File: src/rtl/ring_decoder.sv
// ring_decoder: one-hot ring phase decoder and integrity monitor.
// Decodes the hot bit of a ring counter vector to a binary index and counts
// N-1 -> 0 wraps. It also flags any sample that differs from the phase
// predicted from the previous sample and that sample's enable.
// Optional feature macro: RINGDEC_RESYNC_EN.
//   When defined, FAULT falls back to SYNC after two consistent legal samples.
//   When undefined, FAULT is terminal until reset.
module ring_decoder #(
  parameter int unsigned N = 6,
  parameter int unsigned W = 3
) (
  input  logic         clk,
  input  logic         reset,
  input  logic         en,
  input  logic [N-1:0] q,
  output logic [W-1:0] idx,
  output logic         valid,
  output logic         lap,
  output logic [7:0]   lap_count,
  output logic         err,
  output logic [1:0]   state
);

  typedef enum logic [1:0] {
    SYNC  = 2'd0,
    TRACK = 2'd1,
    FAULT = 2'd2
  } state_t;

  state_t         state_q;
  state_t         state_d;
  logic [N-1:0]   q_prev;
  logic           en_prev;

  logic [W-1:0]   idx_d;
  logic           valid_d;
  logic           lap_d;
  logic [7:0]     lap_count_d;
  logic           err_d;

  logic           legal;
  logic [N-1:0]   expect_q;
  logic           match;
  logic           wrap;
  logic [W-1:0]   pos;

`ifdef RINGDEC_RESYNC_EN
  logic           rs_q;
  logic           rs_d;
`endif

  // A vector is legal when it is non-zero and has exactly one bit set.
  assign legal = (q != '0) && ((q & (q - N'(1))) == '0);

  // Predicted phase: the counter moved one place if and only if it was enabled.
  assign expect_q = en_prev ? {q_prev[N-2:0], q_prev[N-1]} : q_prev;

  // A sample is consistent when it is legal and equals the prediction.
  assign match = legal && (q == expect_q);

  // A wrap is an enabled step from phase N-1 to phase 0.
  assign wrap = q_prev[N-1] && en_prev && q[0];

  // Encode the hot bit by ORing the indices of all set bits. This gives the
  // exact position for a legal vector and needs no priority chain.
  always_comb begin
    pos = '0;
    for (int unsigned i = 0; i < N; i++) begin
      if (q[i]) pos = pos | W'(i);
    end
  end

  // Compute the next state and the next values of the registered outputs.
  always_comb begin
    state_d     = state_q;
    idx_d       = idx;
    valid_d     = valid;
    lap_d       = 1'b0;
    lap_count_d = lap_count;
    err_d       = err;
`ifdef RINGDEC_RESYNC_EN
    rs_d        = 1'b0;
`endif
    case (state_q)
      SYNC: begin
        valid_d = 1'b0;
        if (legal) begin
          state_d     = TRACK;
          idx_d       = pos;
          valid_d     = 1'b1;
          lap_count_d = 8'd0;
        end
      end
      TRACK: begin
        if (match) begin
          idx_d = pos;
          if (wrap) begin
            lap_d       = 1'b1;
            lap_count_d = lap_count + 8'd1;
          end
        end else begin
          state_d = FAULT;
          err_d   = 1'b1;
          valid_d = 1'b0;
        end
      end
      FAULT: begin
        valid_d = 1'b0;
        err_d   = 1'b1;
`ifdef RINGDEC_RESYNC_EN
        // rs_q records that the previous sample was a legal vector.
        if (legal) begin
          if (rs_q && match) begin
            state_d = SYNC;
          end else begin
            rs_d = 1'b1;
          end
        end
`endif
      end
      default: begin
        state_d = SYNC;
        valid_d = 1'b0;
      end
    endcase
  end

  // Register the sampled inputs, the FSM state and the outputs.
  always_ff @(posedge clk) begin
    if (reset) begin
      state_q   <= SYNC;
      q_prev    <= '0;
      en_prev   <= 1'b0;
      idx       <= '0;
      valid     <= 1'b0;
      lap       <= 1'b0;
      lap_count <= 8'd0;
      err       <= 1'b0;
`ifdef RINGDEC_RESYNC_EN
      rs_q      <= 1'b0;
`endif
    end else begin
      state_q   <= state_d;
      q_prev    <= q;
      en_prev   <= en;
      idx       <= idx_d;
      valid     <= valid_d;
      lap       <= lap_d;
      lap_count <= lap_count_d;
      err       <= err_d;
`ifdef RINGDEC_RESYNC_EN
      rs_q      <= rs_d;
`endif
    end
  end

  assign state = state_q;

endmodule

File: config.mk
export PLATFORM = sky130hd
export DESIGN_NAME = ring_decoder
export DESIGN_NICKNAME = d
export VERILOG_FILES = /design/src/rtl/ring_decoder.sv
export SDC_FILE = /design/constraint.sdc
export NUM_CORES = 1
export LEC_CHECK = 0
export ABC_CLOCK_PERIOD_IN_PS = 4200
export CAP_MARGIN = 30
export CORE_MARGIN = 2
export CORE_UTILIZATION = 53
export CTS_CLUSTER_DIAMETER = 40
export DETAILED_ROUTE_END_ITERATION = 7
export GPL_TIMING_DRIVEN = 0
export PLACE_DENSITY = 0.83
export SLEW_MARGIN = 20
export SYNTH_ARGS = -nofsm -noshare
export SYNTH_HDL_FRONTEND = slang
export SYNTH_SLANG_ARGS = --single-unit
File: constraint.sdc
create_clock -name clk -period 4.2 [get_ports clk]
set_input_delay 0.84 -clock clk [delete_from_list [all_inputs] [get_ports clk]]
set_output_delay 0.84 -clock clk [all_outputs]
set_load 0.1 [all_outputs]
After elaboration in Yosys (flattened, before gate mapping)
Index checks and enable logic that the tools add are counted.

$add $sub $neg: 2. Equal/unequal tests: 7. Multiplexer cells: 22. Bitwise gates (word level): 4. Reductions and logical operators: 14.

Operators with widths (number): two-way mux 8 bit (3); case mux 8 bit (2 select lines) (1); two-way mux 3 bit (4); adder 8 x 1 -> 8 bit, second input constant (1); two-way mux 2 bit (4); != test 2 bit, second input constant (4); AND 6 bit (1); equality test 6 bit (1); zero test 6 bit (1); two-way mux 6 bit (1); case mux 2 bit (3 select lines) (1); case mux 3 bit (2 select lines) (1); AND reduction 3 bit (2); nonzero test 6 bit (1); subtractor 6 x 1 -> 6 bit, second input constant (1); two-way mux 1 bit (5); logical AND 1 bit (4); case mux 1 bit (2 select lines) (2); AND reduction 4 bit (1); nonzero test 2 bit (2); inverter 1 bit (3); OR reduction 3 bit (1); equality test 2 x 1 -> 1 bit, second input constant (1); equality test 2 bit, second input constant (1); other kinds (2) (2).

Register bits: 23. Logic and storage cells: 57.

Depth between registers and ports, before layout
Gate-level depths: netlist of the first run.

Depth after elaboration: 7. Mapped depth: 8.

Least setup slack after synthesis of the first run
No wires, ideal clock.

Path kind: input port to flip-flop. From: input port q[0]. To: register lap_count[2]. Setup time: 0.070 ns. Arrival: 2.378 ns. Required time: 4.130 ns. Path slack: 1.752 ns. Stages on the path: 7. Path buffers: 1. Cells stage by stage: nor4b_1 a221oi_1 o31a_1 or2_4 buf_6 or4_1 a21oi_1.

Word-level cells in the longest chain between the ends: 7. Elaborated cells on any way between the ends: 12. Classes of those cells: 1 x add/sub; 4 x eq/ne; 1 x bitwise; 6 x reduce/logical.

RTL lines: start: declaration (line 15) `input logic [N-1:0] q,`; subtractor 6 x 1 -> 6 bit (line 53) `assign legal = (q != '0) && ((q & (q - N'(1))) == '0);`; AND 6 bit (line 53); zero test 6 bit (line 53); logical AND 1 bit (line 53); logical AND 1 bit (line 59) `assign match = legal && (q == expect_q);`; != test 2 bit (no source line); AND reduction 4 bit (no source line) *; end signal: assignment (line 149) `lap_count <= lap_count_d;`; end: declaration (line 19) `output logic [7:0] lap_count,`.

Every way passes the cells marked *; elsewhere a longest branch is shown, timed or not. A chain may end at the register's enable or synchronous reset.

Worst setup path after layout of the first run
From: input port q[2]. To: register lap_count[5].

The elaborated chain is that of the path after synthesis.

==> results of run 1 <==
==> worst reg2reg max path, cell delays in order, from the launching register on <==
cell and delay, ps:
dfxtp_1 340, buf_6 140, mux2i_1 220, xor2_1 170, nand3_1 170, o31a_1 360
buf_6 140, or4_1 470, a21oi_1 160
==> cells by family after synthesis <==
logic type | after synthesis | share of synthesized area
xor gates and xnor gates | 7 | 0.0533
AOI/OAI and AO/OA | 30 | 0.172
adders and majority gates | 1 | 0.0109
DFF | 23 | 0.400
and+or+nand+nor | 48 | 0.256
muxes | 6 | 0.0522
buffers and inverters | 11 | 0.0555
==> synth_stat cells (all sizes together) <==
cell type   n  share of area
or4         5          0.033
o31a        3          0.023
nand4bb     1         0.0098
a221oi      1         0.0076
nand2b      3          0.016
a2bb2oi     1         0.0076
ha          1          0.011
nand4       1         0.0054
nor2b      11          0.060
o21ai       4          0.017
xor2        6          0.046
o21a        1         0.0065
nor2        5          0.016
nor4        2          0.016
a21oi      10          0.044
nand3       6          0.026
and4        1         0.0076
a31oi       1         0.0054
nand2       3         0.0098
dfxtp      23           0.40
buf         3          0.029
or2         1         0.0076
o31ai       5          0.033
o21bai      1         0.0065
nor4b       1         0.0076
o2bb2ai     2          0.015
or3         4          0.022
o211ai      1         0.0065
clkbuf      4          0.013
mux2i       6          0.052
xnor2       1         0.0076
and3        1         0.0054
nor3        3          0.013
inv         4          0.013
==> through the flow <==
| step | hold WS [ps] | area (sq um) |
|---|---|---|
| final | 478 | 1440 |
| after global routing | 514 | 1440 |
| after CTS | 484 | 1440 |
| after detailed placement | 466 | 1410 |
| after global placement | 454 | 1410 |
| after floorplan | 508 | 1150 |
==> state kept, by name (all words and copies together) (netlist names) <==
| register | flops |
|---|---|
| valid | 1 |
| lap | 1 |
| lap_count | 8 |
| state | 2 |
| q_prev | 6 |
| idx | 3 |
| err | 1 |
| en_prev | 1 |
==> metal layers <==
| layer | part of all wire | track usage | vias to the layer above |
|---|---|---|---|
| met5 | 0 | 0 | - |
| met4 | 0.014 | 0.0450 | 0 |
| met3 | 0.046 | 0.0625 | 4 |
| met2 | 0.49 | 0.377 | 29 |
| met1 | 0.45 | 0.260 | 478 |
| li1 | - | - | 515 |
==> report_power, final <==
part | total [mW] | internal (mW) | switching, mW | leakage, nW
combinational | 0.0785 | 0.0282 | 0.0503 | 0.269
clock | 0.0995 | 0.0371 | 0.0624 | 0.0150
sequential | 0.228 | 0.225 | 0.00358 | 0.188
==> final cells by class <==
| type | count | area [sq um] |
|---|---|---|
| multi-input combinational | 92 | 626 |
| fill | 164 | 562 |
| sequential | 23 | 460 |
| timing repair buffer | 23 | 230 |
| buffer | 7 | 48.8 |
| tap | 27 | 33.8 |
| clock buffer | 4 | 26.3 |
| inverter | 4 | 15.0 |
==> path summary, 6_finish.rpt <==
kind                                         start                        end  depth (start not counted)
worst max register to register  en_prev$_SDFF_PP0_  lap_count[5]$_SDFFE_PP0P_                          8
worst min register to register    err$_SDFFE_PP0P_           err$_SDFFE_PP0P_                          2
worst min-delay path              err$_SDFFE_PP0P_           err$_SDFFE_PP0P_                          2
worst max-delay path                          q[2]  lap_count[5]$_SDFFE_PP0P_                          9
==> impl_metrics.toml, run 1 <==
[place]
place_hpwl_mm = 1.91
portBuffers = 23
place_inst = 176
gp_congestion = 0.759
pre_cts_ws_ps = 937

[pwr]
power_density_mw_per_mm2 = 282
p_total_mw = 0.406
peakVddDrop_mv = 0.286
leakagePower_nw = 0.471

[global_route]
track_usage = 0.215
grt_pass1_vias = 947
grt_pass1_wl_mm = 4.22
grt_max_degree = 13
antenna_found_initial = 0
grt_overflow = 0

[critical_path]
crit_chain = "clkdlybuf4s50_1, nor4b_1, a221oi_1, o31a_1, or2_4, buf_6, clkbuf_1, o31ai_1, a21oi_1"
cpPeakStageDelay_ps = 550
cp-end-kind = "register"
reg2reg_slack_ps = 1970
crit_family = "buffers and inverters"
crit_buf_inv = 3
worstSetupStartpointType = "input pin"
cp_max_fo = 10
crit_slowest_cell = "clkdlybuf4s50_1"
crit_required_ps = 4390
crit_type = "in -> reg"
worst_ep_arrival_time_ps = 3150

[clock_network]
clockBufferDepth = 2
clockRootBuffer = "clkbuf_4"
ctsHoldBuffers = 0
insertion_delay_ps = 310
post-cts-setup-buffers = 0
cts.sinks = 23
cts_resized = 0
cts_buffers = 3
cts_max_level = 1
cts_tree = "done"
clk_pin_slew_worst_paths_ps = 120

[drt]
drt-pass1-iter-count = 4
drtIter0Drc = 20
detail-route-antenna-nets = 0
vias_per_cell = 5.70
drc = 0
vias = 1026
wire_per_inst_microns = 13.8
drt_wl_total_mm = 2.48

[floorplan]
die_w_microns = 50.6
start_util = 0.574
dieArea_sq_mm = 0.00256
row_count = 16
die_h_microns = 50.6
pin_count = 25
core_sq_mm = 0.00200

[timing]
slew_headroom = 0.351
max_clock_freq_mhz = 338
hold_violations = 0
setup_tns_ps = 0
setup_slack_ps = 1250
grt_setup_unrepaired = "no"
skew_ps = 5.17
worstMarginPinSlew_ps = 971
slew_viol_final = 0
period_needed_ps = 2950
min_period_over_period = 0.703
final-setup-viol-count = 0

[synth]
avgSynthCellArea_sq_um = 9.13
synth_nets = 136
ys_ff_latch = 23
ys_seq_area_frac = 0.400
syn_inst = 126
synthDistinctLibCells = 35
syn_area_sq_mm = 0.00115
yosys_warnings = 0

[finish]
antenna_cells = 0
syn_to_final_growth_pct = 25.2
drive_above_1_share = 0.0523
final_cells = 180
final_util = 0.719
final_nets = 164
final_cell_mix = "23 x dfxtp_1, 23 x clkdlybuf4s50_1, 11 x nor2b_1, 10 x a21oi_1"

[run_status]
status = "complete, no violations"

[run]
max_cap_violations = 0

[hold_path]
hold_path.class = "reg -> reg"
(Power assumes the default switching activity.)
==> run 2: changes to the inputs <==
- ABC_CLOCK_PERIOD_IN_PS: 4200 -> 3100
- CORE_UTILIZATION: 53 -> 49
- PLACE_DENSITY: 0.83 -> 0.78
- clock period: 4.2 -> 3.1 ns (I/O delays scaled with it)
==> run 2 against run 1 <==
Compared with the run above:
- critical path depth stayed put
- worst setup slack worse by 920 ps
- clock skew is 5.0 ps higher
- critical path type unchanged
==> impl_metrics.toml, run 2 (same netlist as run 1, synthesis figures left out) <==
[place]
gp_congestion = 0.735
place_hpwl_mm = 1.94
portBuffers = 23
place_inst = 177

[finish]
top_regs = "lap_count: 8 flops, q_prev: 6 flops, idx: 3 flops"
multiInputGateArea_sq_um = 626
register_area_sq_um = 460
antenna_cells = 0
final_nets = 164
syn_to_final_growth_pct = 25.5
largest_register = "lap_count"
n_fill_cell = 198
largest_reg_flops = 8
final_cells = 181
final_cell_mix = "23 x dfxtp_1, 23 x clkdlybuf4s50_1, 11 x nor2b_1, 10 x a21oi_1"
drive_above_1_share = 0.0588

[drt]
wire_per_inst_microns = 14.6
vias_per_cell = 5.80
vias = 1049
drt_wl_total_mm = 2.64
drtIter0Drc = 8
drc = 0
detail-route-antenna-nets = 0
drt-pass1-iter-count = 4

[global_route]
antenna_found_initial = 0
track_usage = 0.212
grt_overflow = 0
grt_pass1_vias = 1090
grt_pass1_wl_mm = 4.33
grt_max_degree = 14

[clock_network]
cts.sinks = 23
cts_resized = 0
cts_buffers = 3
post-cts-setup-buffers = 0
ctsHoldBuffers = 0
cts_tree = "done"
cts_max_level = 1
clk_pin_slew_worst_paths_ps = 130
clockBufferDepth = 2
clockRootBuffer = "clkbuf_4"
insertion_delay_ps = 320

[critical_path]
cp-end-kind = "register"
worstSetupStartpointType = "input pin"
crit_type = "in -> reg"
reg2reg_slack_ps = 840
cp_max_fo = 10
crit_required_ps = 3300
worst_ep_arrival_time_ps = 2980

[pwr]
p_switching_mw = 0.170
pwr-share-comb = 0.191
peakVddDrop_mv = 0.247
power_density_mw_per_mm2 = 389
leakagePower_nw = 0.474
pwr-share-clk = 0.257
power.internal_mw = 0.391
switching_share = 0.302
seqPwrFrac = 0.552

[run]
max_cap_violations = 0

[timing]
slew_viol_final = 0
slew_headroom = 0.348
setup_tns_ps = 0
max_clock_freq_mhz = 360
grt_setup_unrepaired = "no"
final-setup-viol-count = 0
skew_ps = 10.1
worstMarginPinSlew_ps = 975
min_period_over_period = 0.895
hold_violations = 0
period_needed_ps = 2770

[floorplan]
die_h_microns = 52.4
dieArea_sq_mm = 0.00275
start_util = 0.520
pin_count = 25
core_sq_mm = 0.00221
row_count = 17
die_w_microns = 52.4

[run_status]
status = "complete, no violations"

[hold_path]
hold_path.class = "reg -> reg"
## run 2: critical path, cell delays in order
cell	delay, ps
clkdlybuf4s50_1	540
nor4b_1	370
a221oi_1	100
o31a_1	280
or2_4	270
buf_6	150
clkbuf_1	240
o31ai_1	320
a21oi_1	100
## run 2: routing by layer
layer  part of all wire  global-route usage
met1               0.42               0.217
met5                  0                   0
met4              0.017               0.124
met2               0.53               0.394
met3              0.034              0.0400
## run 2: through the flow
stage / power, mW / util / area (sq um) / setup WS (ps) / hold slack, ps
global route: 0.583 / 0.652 / 1440 / 154 / 528
floorplan: 0.389 / - / 1150 / 872 / 508
finish: 0.561 / 0.652 / 1440 / 326 / 490
global placement: 0.420 / 0.640 / 1420 / 149 / 457
CTS: 0.561 / 0.652 / 1440 / 360 / 486
detailed placement: 0.423 / 0.640 / 1420 / 42.4 / 466
## run 2: path summary, 6_finish.rpt
check | startpoint | endpoint | cells after the start
max reg2reg | en_prev$_SDFF_PP0_ | lap_count[5]$_SDFFE_PP0P_ | 8
min reg2reg | err$_SDFFE_PP0P_ | err$_SDFFE_PP0P_ | 2
min | err$_SDFFE_PP0P_ | err$_SDFFE_PP0P_ | 2
max | q[0] | lap_count[6]$_SDFFE_PP0P_ | 9
## run 2: area by class of cell
type	count	share of cell area
Inverter	4	0.0104
Sequential cell	23	0.319
Timing Repair Buffer	23	0.160
Clock inverter	1	0.00347
Multi-Input combinational cell	92	0.434
Tap cell	28	0.0243
Buffer	7	0.0338
Clock buffer	3	0.0156
## run 2: power groups by stage
stage,sequential (mW),clock [mW],combinational [mW]
final,0.309,0.144,0.107
after global routing,0.311,0.158,0.115
after CTS,0.309,0.144,0.107
after detailed placement,0.316,0,0.107
after global placement,0.316,0,0.104
after floorplan,0.344,0,0.0453
